$ cat config.mk
export PLATFORM = sky130hd
export DESIGN_NAME = eth_fcs_d64
export DESIGN_NICKNAME = d
export VERILOG_FILES = /design/src/rtl/lmac_crc_pkg.sv /design/src/rtl/crc32_d64.sv /design/src/rtl/crc32_d8.sv /design/src/rtl/eth_fcs_d64.sv
export SDC_FILE = /design/constraint.sdc
export NUM_CORES = 1
export LEC_CHECK = 0
export CAP_MARGIN = 40
export CORE_MARGIN = 8
export CORE_UTILIZATION = 55
export CTS_BUF_LIST = sky130_fd_sc_hd__clkbuf_2 sky130_fd_sc_hd__clkbuf_4 sky130_fd_sc_hd__clkbuf_8
export CTS_CLUSTER_DIAMETER = 30
export DETAILED_ROUTE_END_ITERATION = 12
export GPL_ROUTABILITY_DRIVEN = 1
export GPL_TIMING_DRIVEN = 1
export PLACE_DENSITY_LB_ADDON = 0.08
export REMOVE_ABC_BUFFERS = 1
export SYNTH_ARGS = -nofsm -noshare
export SYNTH_HDL_FRONTEND = slang
export SYNTH_SLANG_ARGS = --single-unit
$ cat constraint.sdc
create_clock -name clk -period 17.81 [get_ports clk]
set_input_delay 3.562 -clock clk [delete_from_list [all_inputs] [get_ports clk]]
set_output_delay 3.562 -clock clk [all_outputs]
set_load 0.02 [all_outputs]
$ cat src/rtl/lmac_crc_pkg.sv
// Shared definitions for the MAC CRC-32 engines: FSM states, CRC constants,
// and a single-bit step of the reflected IEEE 802.3 generator.
package lmac_crc_pkg;

  typedef enum logic [1:0] {
    IDLE,
    BODY,
    TAIL,
    DONE
  } fcs_state_e;

  localparam logic [31:0] CRC_INIT_DEF = 32'hFFFF_FFFF;
  localparam logic [31:0] RESIDUE_DEF  = 32'hDEBB_20E3;
  localparam logic [31:0] CRC_POLY_REF = 32'hEDB8_8320;
  localparam int unsigned BCNT_W       = 3;

  // LSB-first shift of one data bit through the reflected polynomial.
  function automatic logic [31:0] crc32_step(input logic [31:0] c, input logic b);
    logic fb;
    fb = c[0] ^ b;
    return {1'b0, c[31:1]} ^ (fb ? CRC_POLY_REF : '0);
  endfunction

endpackage

$ cat src/rtl/crc32_d64.sv
// Combinational CRC-32 matrix over 64 data bits from a zero state;
// bit 0 is the first bit on the wire.
module crc32_d64
  import lmac_crc_pkg::*;
(
  input  logic [63:0] i_data,
  output logic [31:0] o_crc
);

  always_comb begin
    o_crc = '0;
    for (int unsigned i = 0; i < 64; i++) begin
      o_crc = crc32_step(o_crc, i_data[i]);
    end
  end

endmodule

$ cat src/rtl/crc32_d8.sv
// Combinational CRC-32 matrix over one byte from a zero state, same bit
// order and generator as crc32_d64.
module crc32_d8
  import lmac_crc_pkg::*;
(
  input  logic [7:0]  i_data,
  output logic [31:0] o_crc
);

  always_comb begin
    o_crc = '0;
    for (int unsigned i = 0; i < 8; i++) begin
      o_crc = crc32_step(o_crc, i_data[i]);
    end
  end

endmodule

$ cat src/rtl/eth_fcs_d64.sv
// Ethernet FCS engine for the 64-bit datapath: full beats fold in one cycle,
// a short final beat drains one byte per cycle through the byte matrix.
module eth_fcs_d64
  import lmac_crc_pkg::*;
#(
  parameter logic [31:0] CRC_INIT = CRC_INIT_DEF,
  parameter logic [31:0] RESIDUE  = RESIDUE_DEF
) (
  input  logic              clk,
  input  logic              rst_n,
  input  logic              in_valid,
  output logic              in_ready,
  input  logic [63:0]       in_data,
  input  logic              in_sop,
  input  logic              in_eop,
  input  logic [BCNT_W-1:0] in_bcnt,
  output logic              fcs_valid,
  output logic [31:0]       fcs,
  output logic              fcs_ok,
  output logic              sop_err
);

  fcs_state_e        r_state, w_state_nxt;
  logic [31:0]       r_crc, w_crc_nxt;
  logic [63:0]       r_tail, w_tail_nxt;
  logic [BCNT_W-1:0] r_cnt, w_cnt_nxt;
  logic [31:0]       r_fcs;
  logic              r_fcs_ok;
  logic              r_sop_err;

  logic              w_accept;
  logic              w_err_nxt;
  logic              w_done;
  logic [31:0]       w_final;
  logic [31:0]       w_src;
  logic [63:0]       w_word_in;
  logic [31:0]       w_word_crc;
  logic [7:0]        w_byte_in;
  logic [31:0]       w_byte_raw;
  logic [31:0]       w_byte_crc;

  assign in_ready  = (r_state != TAIL);
  assign w_accept  = in_valid & in_ready;
  assign w_src     = in_sop ? CRC_INIT : r_crc;
  assign w_word_in = in_data ^ {32'b0, w_src};
  assign w_byte_in = r_tail[7:0] ^ r_crc[7:0];
  assign w_byte_crc = w_byte_raw ^ {8'b0, r_crc[31:8]};

  crc32_d64 u_crc_d64 (
    .i_data (w_word_in),
    .o_crc  (w_word_crc)
  );

  crc32_d8 u_crc_d8 (
    .i_data (w_byte_in),
    .o_crc  (w_byte_raw)
  );

  always_comb begin
    w_state_nxt = r_state;
    w_crc_nxt   = r_crc;
    w_tail_nxt  = r_tail;
    w_cnt_nxt   = r_cnt;
    w_done      = 1'b0;
    w_final     = r_crc;
    w_err_nxt   = 1'b0;

    if (r_state == TAIL) begin
      w_crc_nxt  = w_byte_crc;
      w_tail_nxt = r_tail >> 8;
      w_cnt_nxt  = r_cnt - 1'b1;
      if (r_cnt == BCNT_W'(1)) begin
        w_state_nxt = DONE;
        w_done      = 1'b1;
        w_final     = w_byte_crc;
      end
    end else begin
      // DONE behaves as IDLE so frames can follow with no bubble.
      w_state_nxt = (r_state == BODY) ? BODY : IDLE;
      w_err_nxt   = w_accept & ((r_state == BODY) ? in_sop : ~in_sop);
      if (w_accept && (in_sop || r_state == BODY)) begin
        if (!in_eop) begin
          w_crc_nxt   = w_word_crc;
          w_state_nxt = BODY;
        end else if (in_bcnt == '0) begin
          w_crc_nxt   = w_word_crc;
          w_state_nxt = DONE;
          w_done      = 1'b1;
          w_final     = w_word_crc;
        end else begin
          w_crc_nxt   = w_src;
          w_tail_nxt  = in_data;
          w_cnt_nxt   = in_bcnt;
          w_state_nxt = TAIL;
        end
      end
    end
  end

  always_ff @(posedge clk or negedge rst_n) begin
    if (!rst_n) begin
      r_state   <= IDLE;
      r_crc     <= CRC_INIT;
      r_tail    <= '0;
      r_cnt     <= '0;
      r_fcs     <= '0;
      r_fcs_ok  <= 1'b0;
      r_sop_err <= 1'b0;
    end else begin
      r_state   <= w_state_nxt;
      r_crc     <= w_crc_nxt;
      r_tail    <= w_tail_nxt;
      r_cnt     <= w_cnt_nxt;
      r_sop_err <= w_err_nxt;
      if (w_done) begin
        r_fcs    <= ~w_final;
        r_fcs_ok <= (w_final == RESIDUE);
      end
    end
  end

  assign fcs_valid = (r_state == DONE);
  assign fcs       = r_fcs;
  assign fcs_ok    = r_fcs_ok;
  assign sop_err   = r_sop_err;

endmodule

==> metrics.txt <==
vias 10354; CP Capture Type flip-flop; fill cell count 2179; Cell Rows 59; share of layout cells above drive strength 1 10.73%; simple-gate share of the synthesized area approximately 8.6%; CTS max path bufs 2; RR Endpoint fcs_ok$_DFFE_PN0P_; CTS tree yes; post-CTS setup repair buffer count 0; overall die height 178.0 um; # H-tree levels 4; Min-Delay Path Class flip-flop to flip-flop; Final setup viols 0; Worst EP arrival 12.18 ns; Final Cycle Share between 60% and 70%; register area share after synthesis 23.68%; clock slew at reported path FFs 0.11 ns; adder-cell share of the synthesized area less than 1%; Worst Skew 0.02083 ns; Synth Cell Area 14440 um^2; largest net degree at the start of global routing 65; DR DRC count 0; 1st-iter DRT viols 988; Final Hold Viols 0; mux share of post-synthesis cell area 0.2340%; Core Area 25910 um^2; reg-to-reg startpoint r_crc[14]$_DFFE_PN1P_; root buffer cell clkbuf_8; gr busiest metal met2; hold path start fcs[24]$_DFFE_PN0P_; Final min period 11.79 ns; Synth Area in Compound Gates roughly 8.8%; Synthesis Warnings 0; met3 global-route usage under 10%; placer congestion estimate around 0.96; R2R cell count 18; Hold-fix buffers, CTS 0; GRT Overall Usage between 20% and 30%; post-synthesis register bit count 135; clock sinks between 100 and 150; cells after synthesis 1335; area fraction of the dominant cell type after synthesis about a fifth; syn avg cell area 10.81 um^2; Port Buffers 107; largest area contributor in the synthesized netlist xnor3_1; Rel. slew slack 41.63%; max-slew violations 0; DR WL/cell roughly 26 um; kind of critical path primary input to flip-flop; hold depth 2; Post-Synth XOR/XNOR Area 56.30%; count of different cell masters after synthesis 57; ANT nets after route 0; setup tns final 0 ns; FF-to-FF setup slack between 9 and 10 ns; die width ~180 um; largest family of logic cells by synthesized area XOR/XNOR gates; starting density of the core 55.71%; post-cts sizing count 0; Die ar. roughly 32000 um^2; Diodes inserted 0; hpwl dp roughly 35 mm; Worst Path Required about 18 ns; hold endpoint fcs[24]$_DFFE_PN0P_; unrepaired setup endpoints after global routing false; worst slew pin tran ~0.87 ns; max-cap violations 0; status complete, no violations; DRT Pass-1 Iters 7; nets@finish about 1500; initial antenna violation count 0; clock latency on the worst-skew pair approximately 0.47 ns; largest cells by area after synthesis xnor3_1 (21%), xnor2_1 (19%), dfrtp_1 (18%); Synth-to-Final Area Change 12.56%; cts bufs inserted 17; vias in the first global route around 11000; commonest cells after routing, fill and taps aside xnor2_1 (311), nor2_1 (182), xnor3_1 (137), clkdlybuf4s50_1 (106); met2 usage about 45%; met1 usage approximately two fifths; final WL between 40 and 50 mm; most common cell after layout, fill and taps aside xnor2_1; Crit Path Max Fanout 40; first-pass GRT wire length between 60 and 70 mm; crit path launch type primary input; GRT Residual Overflow 0; I/O pin count around 110; FMAX ~85 MHz; vias per cell 5.880
## worst max-delay path: stages
cell and delay [ns]:
clkdlybuf4s50_1 0.45, buf_4 0.39, nor2_1 0.12, xnor2_1 0.34, xnor3_2 0.62, xnor3_1 0.47
xnor2_2 0.49, xnor3_1 0.58, xnor2_1 0.56, xor3_1 0.65, xnor3_1 0.51, xnor2_4 0.23
xnor2_2 0.59, xnor3_1 0.54, xnor3_1 0.26, a222oi_1 0.61, nor4b_1 0.39, o211ai_1 0.15
or4_1 0.44, o31ai_2 0.18
## stage by stage
stage | std cells | instance area [um^2] | hold slack [ns] | setup slack (ns) | utilization [%]
after global routing | 1761 | 16250 | 0.5038 | 5.611 | 62.71
after detailed placement | 1729 | 15840 | 0.4598 | 5.595 | 61.15
after CTS | 1761 | 16250 | 0.4836 | 6.050 | 62.71
final | 1761 | 16250 | 0.4802 | 6.024 | 62.71
after global placement | 1723 | 15760 | 0.4506 | 5.599 | 60.82
after floorplan | 1267 | 14150 | 0.4666 | 7.793 | -
## routing by layer
metal / vias to the layer above / share of wire, %
li1: 4684 / -
met1: 5126 / 44
met2: 470 / 45
met3: 74 / 6.8
met4: 0 / 4.1
met5: - / 0
## state kept, by name, indices dropped and copies added (netlist names)
register / cells
r_crc: 32
r_state: 2
r_cnt: 3
fcs: 32
sop_err: 1
r_tail: 64
fcs_ok: 1
## area by class of cell
type | instances | area (um^2) | area share, %
sequential | 135 | 3418 | 21.04
tap | 335 | 419.2 | 2.580
timing repair buffer | 127 | 1262 | 7.770
clock inverter | 14 | 156.4 | 0.9626
inverter | 7 | 27.53 | 0.1694
multi-input combinational | 1125 | 10720 | 65.96
clock buffer | 18 | 247.7 | 1.525
## synth_stat cells, drive strengths merged
cell type,instances
o311ai,1
nor2b,1
nor3b,1
xnor3,149
nor2,187
a211oi,3
and3,2
ha,3
or4,1
o31ai,2
o22ai,65
clkbuf,44
a22o,2
nand2b,3
mux2,3
o211a,2
nand4,4
o221ai,10
nand3,6
nor3,4
buf,24
dfrtp,103
o21ai,43
a21o,4
a222oi,2
nand4b,1
or2,2
a31oi,5
a221oi,9
nand2,92
xor2,113
a2111oi,2
a21oi,22
a22oi,5
a221o,5
nor4b,1
xnor2,340
o21a,1
dfstp,32
nand4bb,1
xor3,15
and2,1
inv,7
o211ai,12
## worst max-delay path by stage
stage          startpoint  slack [ns]                  to
2_1_floorplan      in_sop        7.79  fcs_ok$_DFFE_PN0P_
3_3_place_gp       in_sop        5.60  fcs_ok$_DFFE_PN0P_
3_5_place_dp       in_sop        5.60  fcs_ok$_DFFE_PN0P_
4_1_cts            in_sop        6.05  fcs_ok$_DFFE_PN0P_
5_1_grt            in_sop        5.61  fcs_ok$_DFFE_PN0P_
6_report           in_sop        6.02  fcs_ok$_DFFE_PN0P_
## kinds of logic (layout without fill, tap and decap cells)
| family | Yosys count | in the layout |
|---|---|---|
| xor+xnor | 617 | 617 |
| simple gates | 307 | 307 |
| compound gates | 195 | 195 |
| flops | 135 | 135 |
| buf+inv | 75 | 166 |
| fa+ha+maj | 3 | 3 |
| mux | 3 | 3 |
Power is left out: the tool's default activity adds up to more than one toggle a clock period on the data nets, which glitch-free logic cannot reach.
